==> src/rtl/lpc_dispatch_pkg.sv <==
// Shared types and constants for the LPC peripheral dispatcher and its decoder.
package lpc_dispatch_pkg;

  typedef enum logic [1:0] {
    IDLE   = 2'd0,
    ACCESS = 2'd1,
    DONE   = 2'd2
  } state_t;

  // Default byte returned when no target answers a read.
  localparam logic [7:0] UNMAPPED_RD_DEF = 8'hFF;

  // Width of a target index; kept at least 1 bit so a single-target build still has a vector.
  function automatic int tgt_idx_w(input int num_tgt);
    return (num_tgt > 1) ? $clog2(num_tgt) : 1;
  endfunction

endpackage

==> src/rtl/lpc_periph_dispatch_if.sv <==
// Target-side register bus: one-hot strobe with latched address/data, per-target ack and read data.
interface lpc_periph_dispatch_if #(
  parameter int NUM_TGT = 4
);
  logic [NUM_TGT-1:0]   tgt_req_o;
  logic                 tgt_we_o;
  logic [15:0]          tgt_addr_o;
  logic [7:0]           tgt_wdata_o;
  logic [NUM_TGT-1:0]   tgt_ack_i;
  logic [8*NUM_TGT-1:0] tgt_rdata_i;

  modport master (
    output tgt_req_o, tgt_we_o, tgt_addr_o, tgt_wdata_o,
    input  tgt_ack_i, tgt_rdata_i
  );

  modport slave (
    input  tgt_req_o, tgt_we_o, tgt_addr_o, tgt_wdata_o,
    output tgt_ack_i, tgt_rdata_i
  );
endinterface

==> src/rtl/lpc_addr_decode.sv <==
// Combinational base/mask address decoder; the lowest-numbered matching window wins.
module lpc_addr_decode
  import lpc_dispatch_pkg::*;
#(
  parameter int                  NUM_TGT  = 4,
  parameter logic [16*NUM_TGT-1:0] TGT_BASE = {16'h0800, 16'h0400, 16'h0060, 16'h0080},
  parameter logic [16*NUM_TGT-1:0] TGT_MASK = {16'hF800, 16'hFF00, 16'hFFF0, 16'hFFFF},
  parameter int                  IDX_W    = tgt_idx_w(NUM_TGT)
) (
  input  logic [15:0]        addr,
  output logic               hit,
  output logic [IDX_W-1:0]   idx,
  output logic [NUM_TGT-1:0] onehot
);

  // Scan from the top down so a lower index overrides any higher overlapping window.
  always_comb begin
    hit    = 1'b0;
    idx    = '0;
    onehot = '0;
    for (int k = NUM_TGT - 1; k >= 0; k--) begin
      if ((addr & TGT_MASK[16*k +: 16]) == (TGT_BASE[16*k +: 16] & TGT_MASK[16*k +: 16])) begin
        hit = 1'b1;
        idx = k[IDX_W-1:0];
      end
    end
    if (hit) onehot = NUM_TGT'(1) << idx;
  end

endmodule

==> src/rtl/lpc_periph_dispatch.sv <==
// Routes lpc_periph read/write cycles to one of NUM_TGT register targets and completes
// the LPC handshake; unmapped or unanswered accesses finish with a fixed response.
module lpc_periph_dispatch
  import lpc_dispatch_pkg::*;
#(
  parameter int                    NUM_TGT     = 4,
  parameter logic [16*NUM_TGT-1:0] TGT_BASE    = {16'h0800, 16'h0400, 16'h0060, 16'h0080},
  parameter logic [16*NUM_TGT-1:0] TGT_MASK    = {16'hF800, 16'hFF00, 16'hFFF0, 16'hFFFF},
  parameter int                    TIMEOUT_CYC = 32,
  parameter logic [7:0]            UNMAPPED_RD = UNMAPPED_RD_DEF
) (
  input  logic                  clk_i,
  input  logic                  LRESET,
  input  logic [15:0]           lpc_addr_i,
  input  logic [7:0]            lpc_data_i,
  output logic [7:0]            lpc_data_o,
  input  logic                  lpc_data_wr_i,
  output logic                  lpc_wr_done_o,
  input  logic                  lpc_data_req_i,
  output logic                  lpc_data_rd_o,
  lpc_periph_dispatch_if.master tgt,
  output logic                  err_unmapped_o,
  output logic                  err_timeout_o,
  input  logic                  err_clr_i
);

  localparam int IDX_W = tgt_idx_w(NUM_TGT);

  state_t               state, state_nxt;
  logic                 dec_hit;
  logic [IDX_W-1:0]     dec_idx;
  logic [NUM_TGT-1:0]   dec_oh;
  logic [NUM_TGT-1:0]   sel_oh;
  logic [IDX_W-1:0]     sel_idx;
  logic                 we_q;
  logic [15:0]          addr_q;
  logic [7:0]           wdata_q;
  logic [7:0]           rdata_q;
  logic [7:0]           cnt;
  logic                 cyc_req, ack_hit, tmo, unmapped_set, tmo_set;
  logic [7:0]           sel_rdata;

  lpc_addr_decode #(
    .NUM_TGT  (NUM_TGT),
    .TGT_BASE (TGT_BASE),
    .TGT_MASK (TGT_MASK),
    .IDX_W    (IDX_W)
  ) u_decode (
    .addr   (lpc_addr_i),
    .hit    (dec_hit),
    .idx    (dec_idx),
    .onehot (dec_oh)
  );

  assign cyc_req      = lpc_data_wr_i | lpc_data_req_i;
  assign ack_hit      = |(tgt.tgt_ack_i & sel_oh);
  assign tmo          = (cnt == 8'(TIMEOUT_CYC - 1));
  assign sel_rdata    = tgt.tgt_rdata_i[8*sel_idx +: 8];
  assign unmapped_set = (state == IDLE) && cyc_req && !dec_hit;
  assign tmo_set      = (state == ACCESS) && !ack_hit && tmo;

  // State register.
  always_ff @(posedge clk_i or negedge LRESET) begin
    if (!LRESET) state <= IDLE;
    else         state <= state_nxt;
  end

  // Next-state logic: DONE is held until the host drops both request lines.
  always_comb begin
    state_nxt = state;
    case (state)
      IDLE:    if (cyc_req) state_nxt = dec_hit ? ACCESS : DONE;
      ACCESS:  if (ack_hit || tmo) state_nxt = DONE;
      DONE:    if (!cyc_req) state_nxt = IDLE;
      default: state_nxt = IDLE;
    endcase
  end

  // Handshake and strobe outputs decoded from the current state.
  always_comb begin
    tgt.tgt_req_o = (state == ACCESS) ? sel_oh : '0;
    lpc_wr_done_o = (state == DONE) && we_q;
    lpc_data_rd_o = (state == DONE) && !we_q;
  end

  // Cycle capture, timeout counter and read-data return register.
  always_ff @(posedge clk_i or negedge LRESET) begin
    if (!LRESET) begin
      we_q    <= 1'b0;
      addr_q  <= '0;
      wdata_q <= '0;
      sel_oh  <= '0;
      sel_idx <= '0;
      cnt     <= '0;
      rdata_q <= '0;
    end else if (state == IDLE) begin
      if (cyc_req) begin
        we_q    <= lpc_data_wr_i;
        addr_q  <= lpc_addr_i;
        wdata_q <= lpc_data_i;
        sel_oh  <= dec_oh;
        sel_idx <= dec_idx;
        cnt     <= '0;
        if (!dec_hit && !lpc_data_wr_i) rdata_q <= UNMAPPED_RD;
      end
    end else if (state == ACCESS) begin
      if (ack_hit) begin
        if (!we_q) rdata_q <= sel_rdata;
      end else if (tmo) begin
        if (!we_q) rdata_q <= UNMAPPED_RD;
      end else if (cnt != 8'hFF) begin
        cnt <= cnt + 8'd1;
      end
    end
  end

  // Sticky error flags; a new error in the same cycle as a clear keeps the flag set.
  always_ff @(posedge clk_i or negedge LRESET) begin
    if (!LRESET) begin
      err_unmapped_o <= 1'b0;
      err_timeout_o  <= 1'b0;
    end else begin
      if (unmapped_set)   err_unmapped_o <= 1'b1;
      else if (err_clr_i) err_unmapped_o <= 1'b0;
      if (tmo_set)        err_timeout_o  <= 1'b1;
      else if (err_clr_i) err_timeout_o  <= 1'b0;
    end
  end

  assign tgt.tgt_we_o    = we_q;
  assign tgt.tgt_addr_o  = addr_q;
  assign tgt.tgt_wdata_o = wdata_q;
  assign lpc_data_o      = rdata_q;

endmodule

==> src/flat_wrapper.sv <==
// flat-port wrapper written by rule: the top's interface ports become plain ports
module lpc_periph_dispatch_flat import lpc_dispatch_pkg::*;
#(
  parameter int                    NUM_TGT     = 4,
  parameter logic [16*NUM_TGT-1:0] TGT_BASE    = {16'h0800, 16'h0400, 16'h0060, 16'h0080},
  parameter logic [16*NUM_TGT-1:0] TGT_MASK    = {16'hF800, 16'hFF00, 16'hFFF0, 16'hFFFF},
  parameter int                    TIMEOUT_CYC = 32,
  parameter logic [7:0]            UNMAPPED_RD = UNMAPPED_RD_DEF
)
  (clk_i, LRESET, lpc_addr_i, lpc_data_i, lpc_data_o, lpc_data_wr_i, lpc_wr_done_o, lpc_data_req_i, lpc_data_rd_o, err_unmapped_o, err_timeout_o, err_clr_i, tgt_tgt_req_o, tgt_tgt_we_o, tgt_tgt_addr_o, tgt_tgt_wdata_o, tgt_tgt_ack_i, tgt_tgt_rdata_i);
  lpc_periph_dispatch_if #(.NUM_TGT(NUM_TGT)) tgt_i ();
  input  logic clk_i;
  input  logic LRESET;
  input  logic [15:0] lpc_addr_i;
  input  logic [7:0] lpc_data_i;
  output logic [7:0] lpc_data_o;
  input  logic lpc_data_wr_i;
  output logic lpc_wr_done_o;
  input  logic lpc_data_req_i;
  output logic lpc_data_rd_o;
  output logic err_unmapped_o;
  output logic err_timeout_o;
  input  logic err_clr_i;
  output wire logic [$bits(tgt_i.tgt_req_o)-1:0] tgt_tgt_req_o;
  output wire logic [$bits(tgt_i.tgt_we_o)-1:0] tgt_tgt_we_o;
  output wire logic [$bits(tgt_i.tgt_addr_o)-1:0] tgt_tgt_addr_o;
  output wire logic [$bits(tgt_i.tgt_wdata_o)-1:0] tgt_tgt_wdata_o;
  input wire logic [$bits(tgt_i.tgt_ack_i)-1:0] tgt_tgt_ack_i;
  input wire logic [$bits(tgt_i.tgt_rdata_i)-1:0] tgt_tgt_rdata_i;
  assign tgt_tgt_req_o = tgt_i.tgt_req_o;
  assign tgt_tgt_we_o = tgt_i.tgt_we_o;
  assign tgt_tgt_addr_o = tgt_i.tgt_addr_o;
  assign tgt_tgt_wdata_o = tgt_i.tgt_wdata_o;
  assign tgt_i.tgt_ack_i = tgt_tgt_ack_i;
  assign tgt_i.tgt_rdata_i = tgt_tgt_rdata_i;
  lpc_periph_dispatch #(.NUM_TGT(NUM_TGT), .TGT_BASE(TGT_BASE), .TGT_MASK(TGT_MASK), .TIMEOUT_CYC(TIMEOUT_CYC), .UNMAPPED_RD(UNMAPPED_RD)) u_core (.clk_i(clk_i), .LRESET(LRESET), .lpc_addr_i(lpc_addr_i), .lpc_data_i(lpc_data_i), .lpc_data_o(lpc_data_o), .lpc_data_wr_i(lpc_data_wr_i), .lpc_wr_done_o(lpc_wr_done_o), .lpc_data_req_i(lpc_data_req_i), .lpc_data_rd_o(lpc_data_rd_o), .tgt(tgt_i), .err_unmapped_o(err_unmapped_o), .err_timeout_o(err_timeout_o), .err_clr_i(err_clr_i));
endmodule
==> config.mk <==
export PLATFORM = sky130hd
export DESIGN_NAME = lpc_periph_dispatch_flat
export DESIGN_NICKNAME = d
export VERILOG_FILES = /design/src/rtl/lpc_dispatch_pkg.sv /design/src/rtl/lpc_periph_dispatch_if.sv /design/src/rtl/lpc_addr_decode.sv /design/src/rtl/lpc_periph_dispatch.sv /design/src/flat_wrapper.sv
export SDC_FILE = /design/constraint.sdc
export NUM_CORES = 1
export LEC_CHECK = 0
export CORE_UTILIZATION = 40
export CTS_CLUSTER_DIAMETER = 40
export CTS_CLUSTER_SIZE = 10
export DETAILED_ROUTE_END_ITERATION = 7
export PLACE_DENSITY = 0.76
export SYNTH_ARGS = -nofsm -noshare
export SYNTH_HDL_FRONTEND = slang
export SYNTH_SLANG_ARGS = --single-unit
==> constraint.sdc <==
create_clock -name clk_i -period 2.14 [get_ports clk_i]
set_input_delay 0.535 -clock clk_i [delete_from_list [all_inputs] [get_ports clk_i]]
set_output_delay 0.535 -clock clk_i [all_outputs]
set_load 0.02 [all_outputs]
**Word level (Yosys, flattened, before mapping)**

Cells that the tools add are included.

- Add/sub/neg operators: 1
- Equality and inequality tests: 15
- Shift operators: 2
- Multiplexer cells: 32
- Bitwise operators: 2
- Reduce and logical (&&, ||, !) cells: 23

Operators with widths:

| cell | count |
|---|---|
| 2-to-1 mux 8 bit | 14 |
| variable part select 32 x 6 -> 8 bit | 1 |
| == test 16 x 8 -> 1 bit (second input constant) | 1 |
| 2-to-1 mux 2 bit | 8 |
| == test 12 x 3 -> 1 bit (second input constant) | 1 |
| inequality test 2 bit (second input constant) | 6 |
| AND reduction 5 bit | 2 |
| adder 8 x 1 -> 8 bit (second input constant) | 1 |
| == test 8 x 3 -> 1 bit (second input constant) | 1 |
| == test 8 x 5 -> 1 bit (second input constant) | 1 |
| 2-to-1 mux 4 bit | 2 |
| inequality test 8 bit (second input constant) | 1 |
| nonzero test 2 bit | 4 |
| logical AND 1 bit | 7 |
| 2-to-1 mux 1 bit | 7 |
| one-hot mux 2 bit (3 select lines) | 1 |
| == test 5 x 1 -> 1 bit (second input constant) | 1 |
| bitwise AND 4 bit | 1 |
| zero test 1 bit | 4 |
| OR reduction 4 bit | 1 |
| << shifter 1 x 2 -> 4 bit (first input constant) | 1 |
| AND reduction 3 bit | 1 |
| nonzero test 3 bit | 1 |
| == test 2 x 1 -> 1 bit (second input constant) | 1 |
| 6 further kinds | 6 |

- Flip-flop bits (word level): 51
- Input bits: 65
- Output and inout port bits: 41
- Word-level logic and storage cells: 85

**Depth between registers and ports, before layout**

Gate-level depths: netlist of run 1.

- Word-level depth: 10
- Gate-level depth with buffers: 7
- Mapped depth without buffers: 6

**Modules after synthesis**

From an unflattened synthesis of run 1, not the netlist that was laid out.

- Cells, all modules: 200
- Area total of the unflattened synthesis: 2580.0 µm²

Modules (own cells, without submodules):

| module | instances | cells an instance | area each (µm²) |
|---|---|---|---|
| lpc_periph_dispatch | 1 | 184 | 2468.6 |
| lpc_addr_decode | 1 | 16 | 111.4 |

**Worst setup path before layout of run 1**

OpenSTA, ideal clock, no wires.

- Path kind: input to register
- Start point: in lpc_addr_i[9]
- End point: reg u_core.rdata_q[0], in the netlist u_core.lpc_data_o[0]
- Arrival time: 2.018 ns
- Data required time: 2.015 ns
- Slack: -0.003 ns
- Cell stages on the path: 5
- Buffers on the path: 0
- Path through: or4_4 or3b_4 nor2_4 o2bb2ai_4 mux2_4

- Word-level cells in the longest chain between the ends: 8

RTL lines:

| what | line | text |
|---|---|---|
| start: declaration | flat_wrapper.sv:14 | `input logic [15:0] lpc_addr_i;` |
| == test 8 x 3 -> 1 bit | lpc_addr_decode.sv:22 | `if ((addr & TGT_MASK[16*k +: 16]) == (TGT_BASE[16*k +: 16] & TGT_MASK[16*k +: 16])) begin` |
| 2-to-1 mux 1 bit (2 in a row) | lpc_addr_decode.sv:22 |  |
| 2-to-1 mux 1 bit (*) | lpc_addr_decode.sv:22 |  |
| zero test 1 bit (*) | lpc_periph_dispatch.sv:104 | `if (!dec_hit && !lpc_data_wr_i) rdata_q <= UNMAPPED_RD;` |
| logical AND 1 bit (*) | lpc_periph_dispatch.sv:104 |  |
| inequality test 2 bit (no line) (*) | -- |  |
| AND reduction 5 bit (no line) (*) | -- |  |
| end signal: assignment | lpc_periph_dispatch.sv:108 | `if (!we_q) rdata_q <= sel_rdata;` |
| end: declaration | lpc_periph_dispatch.sv:38 | `logic [7:0] rdata_q;` |

Every way passes the cells marked *; elsewhere a longest branch is shown, timed or not.
A chain may end at the register's enable or synchronous reset.

**Final worst setup path of run 1**

- Start point: in lpc_addr_i[4]
- End point: reg u_core.rdata_q[2], in the netlist u_core.lpc_data_o[2]

- Word-level cells in the longest chain between the ends: 7

RTL lines:

| what | line |
|---|---|
| == test 12 x 3 -> 1 bit | lpc_addr_decode.sv:22 |
| 2-to-1 mux 1 bit | lpc_addr_decode.sv:22 |
| 2-to-1 mux 1 bit (*) | lpc_addr_decode.sv:22 |
| zero test 1 bit (*) | lpc_periph_dispatch.sv:104 |
| logical AND 1 bit (*) | lpc_periph_dispatch.sv:104 |
| inequality test 2 bit (no line) (*) | -- |
| AND reduction 5 bit (no line) (*) | -- |

Marks and branches as above.

==> results.yml, run 1 <==
synth:
  synth_warnings: 0
  yosysTopAreaCellShare: 0.5045
  postSynthNetCount: 321
  synth_cell_type_count: 38
  ys_seq_area_frac: 0.5045
  syn-cell-area_mm2: 0.002530
  flop_and_latch_count_out_of_synthesis: 51
  synth_area_leader_cell: "dfrtp_1"
  avgSynthCellArea_um2: 9.921
  synthCells: 255
  cell_types_with_the_largest_area_share_after_synthesis: "dfrtp_1 (50%), nand2_1 (13%), mux4_2 (7.1%)"
worst_hold_path:
  hold_class: "in -> async"
sta:
  setup_viol: 0
  final.setup_skew_ps: 9.872
  fmax_mhz: 483.7
  layout_setup_ws_ps: 72.43
  hold_violations: 0
  rsz0062_at_grt: "no"
  holdWs_ps: 171.4
  worst-slew-pin-transition_ps: 457.5
  post-route-min-period_ps: 2068
  slew_headroom: 0.6950
  layout_worst_path_cycle_share: 0.9662
  final-max-slew-violation-count: 0
setup_path:
  worst-endpoint-arrival_ps: 2250
  critical_path.reg2reg.startpoint: "u_core.cnt[5]"
  reg2regPathDepth: 5
  worstPathMaxFanout: 8
  worst_setup_path_start_kind: "input port"
  timing.critical_path.required_ps: 2320
  timing.critical_path.slowest_cell_delay_ps: 520
  reg2reg_slack_ps: 150
  crit_path_top_delay_cell: "or4_4"
  timing.setup.critical_path_class: "in -> reg"
  setup.worst_path.end_class: "flip-flop"
  worstPathCellList: "clkdlybuf4s15_1 -> or4_4 -> or3b_4 -> nor2_4 -> o2bb2ai_4 -> mux2_4"
  r2r-end: "u_core.lpc_data_o[2]"
clock_tree:
  cts.path.max_buffers: 2
  clock_sink_count: 51
  clock_pin_slew_worst_setup_and_hold_paths_ps: 90
  worst_skew_pair.late_latency_ps: 300
  master_cell_of_the_clock_root_buffer: "clkbuf_8"
  cts_made_buffers: 5
  clock_tree.htree_level_count: 2
  cts_tree: "yes"
run_status:
  outcome: "completed"
routing:
  drtIter0Drc: 115
  total_via_count_in_the_routed_design: 2341
  mean_number_of_vias_per_cell: 5.100
  route.met2.wl_um: 3257
  drc: 0
  wirelength_um: 6654
  detailed_route_wirelength_on_metal3_um: 437
  firstDrtPassIters: 4
  avgRoutedWirePerCell_um: 14.50
  antenna_left: 0
  uppermost_layer_routed: "met4"
  detail_route.wirelength.met1_um: 2810
global_route:
  grt_max_degree: 37
  grt_first_pass_wirelength_um: 11180
  grt-ovfl-total: 0
  via_count_of_the_first_global_routing_pass: 2478
  grt_antenna_before_repair: 0
  grt.total_usage: 0.2226
layout:
  fin_cells: 459
  layout.filler_cells: 513
  seq_area_mm2: 0.001276
  most-common-layout-cells: "nand2_1 (89), clkdlybuf4s50_1 (89), dfrtp_1 (51)"
  final_util: 0.6607
  multiInputGateArea_mm2: 0.001235
  layout-area-overhead-vs-synth_pct: 57.37
  drive_above_1_share: 0.1667
  num_antenna_cells: 0
  finish.net_count: 450
placed_design:
  place_inst: 451
  routability_congestion_estimate: 0.8490
  numPortBuffers: 105
  post_dp_hpwl_um: 5088
  post_placement_worst_setup_slack_ps: -518.6
run:
  max_cap_violations: 0
power:
  sequentialPowerShare: 0.444
  cellPowerDensity_mw_per_mm2: 694.0
  power_leakage_nw: 1.793
  netSwitchingFraction: 0.3094
  vdd_ir_drop_max_mv: 0.5149
  power.clock.fraction: 0.200
  power_frac_comb: 0.356
  power_switching_mw: 0.8549
  p_int_mw: 1.908
die:
  initial_utilization: 0.4199
  floorplan.die_area_mm2: 0.006647
  ioPinCount: 106
  placeableCoreArea_mm2: 0.006026
  die_w_um: 81.53
  die_height_um: 81.53
  rows: 28
## final cells by class
type / instances / share of cell area
repair buffers: 133 / 0.3209
flip-flops and latches: 51 / 0.3206
multi-input cells: 190 / 0.3102
well taps: 75 / 0.02357
clock buffers: 6 / 0.02074
inverters: 3 / 0.002828
clock inverters: 1 / 0.001257
## power by group through the flow
stage | combinational [mW] | sequential (mW) | clock (mW)
after global placement | 0.979 | 1.24 | 0
final | 0.984 | 1.23 | 0.554
after floorplan | 0.227 | 1.43 | 0
after detailed placement | 0.998 | 1.24 | 0
after global routing | 1.06 | 1.25 | 0.606
after CTS | 0.994 | 1.23 | 0.565
## stage by stage
step / area (um2) / total power, mW / TNS [ps]
3_3_place_gp: 3876 / 2.217 / -5025
6_report: 3981 / 2.763 / 0
3_5_place_dp: 3876 / 2.239 / -5433
2_1_floorplan: 2530 / 1.657 / -18.86
4_1_cts: 3989 / 2.786 / 0
5_1_grt: 3981 / 2.915 / 0
## logic make-up after synthesis
kind of cell | count (synthesis) | synth area share
multiplexers | 18 | 0.1246
flip-flops | 51 | 0.5044
buffers and inverters | 14 | 0.02127
XOR/XNOR | 4 | 0.01385
AND/OR/NAND/NOR | 144 | 0.2656
AO/OA/AOI/OAI | 23 | 0.06528
adder cells (fa/ha/maj) | 1 | 0.004945
## routing by layer
layer,vias up,GRT usage
met5,-,0
met2,85,0.3758
met1,1117,0.2743
met4,0,0.08214
li1,1125,-
met3,14,0.05556
## cells in the mapped netlist
master     count
nand2_1       89
dfrtp_1       51
nor2_1        12
clkbuf_1      10
mux4_2         8
nand3_1        8
or3_1          8
mux2_4         7
o21ai_0        7
and2_1         6
nor3b_1        4
xnor2_1        4
a21oi_1        3
a22oi_1        3
inv_1          3
mux2i_1        3
nor3_1         3
o31ai_1        3
and3b_1        2
nor4_1         2
o22ai_1        2
a22o_1         1
a31oi_1        1
a41o_1         1
and2b_1        1
buf_2          1
ha_1           1
nand2b_1       1
nand4_1        1
nor2_4         1
nor4_2         1
nor4b_1        1
o21ai_1        1
o2bb2ai_4      1
or2_2          1
or3b_1         1
or3b_4         1
or4_4          1
## sequential cells by signal, indices dropped and copies added, names as in the netlist
| signal | flops |
|---|---|
| u_core.tgt.tgt_addr_o | 16 |
| u_core.cnt | 8 |
| u_core.lpc_data_o | 8 |
| u_core.tgt.tgt_wdata_o | 8 |
| u_core.sel_oh | 4 |
| u_core.sel_idx | 2 |
| u_core.state | 2 |
| u_core.err_timeout_o | 1 |
| u_core.err_unmapped_o | 1 |
| u_core.tgt.tgt_we_o | 1 |
## critical path: cells and delay by family
family / cells / cell delay, ps
buf+inv: 1 / 180
simple gates: 3 / 1060
mux: 1 / 320
compound gates: 1 / 150
## worst max-delay path by stage
stage	startpoint	endpoint	slack (ps)
floorplan	lpc_addr_i[9]	u_core.lpc_data_o[0]	-3
global placement	lpc_addr_i[9]	u_core.lpc_data_o[0]	-500
detailed placement	lpc_addr_i[9]	u_core.lpc_data_o[2]	-520
CTS	lpc_addr_i[4]	u_core.lpc_data_o[2]	7
global route	u_core.state[1]	tgt_tgt_req_o[2]	9
finish	lpc_addr_i[4]	u_core.lpc_data_o[2]	70
## timing repair
item	4_1_cts	5_1_grt
pin swaps	5	4
setup endpoints to repair	14	10
hold endpoints to repair	0	0
buffers inserted	2	0
hold buffers	0	0
resized for setup	20	5
Note: power is estimated with default switching activity, not from simulation.
==> inputs of run 2 (changes only) <==
Settings changed: CAP_MARGIN from default to 20.
==> results of run 2 <==
No change in the layout: final DEF, timing and power equal those of run 1.
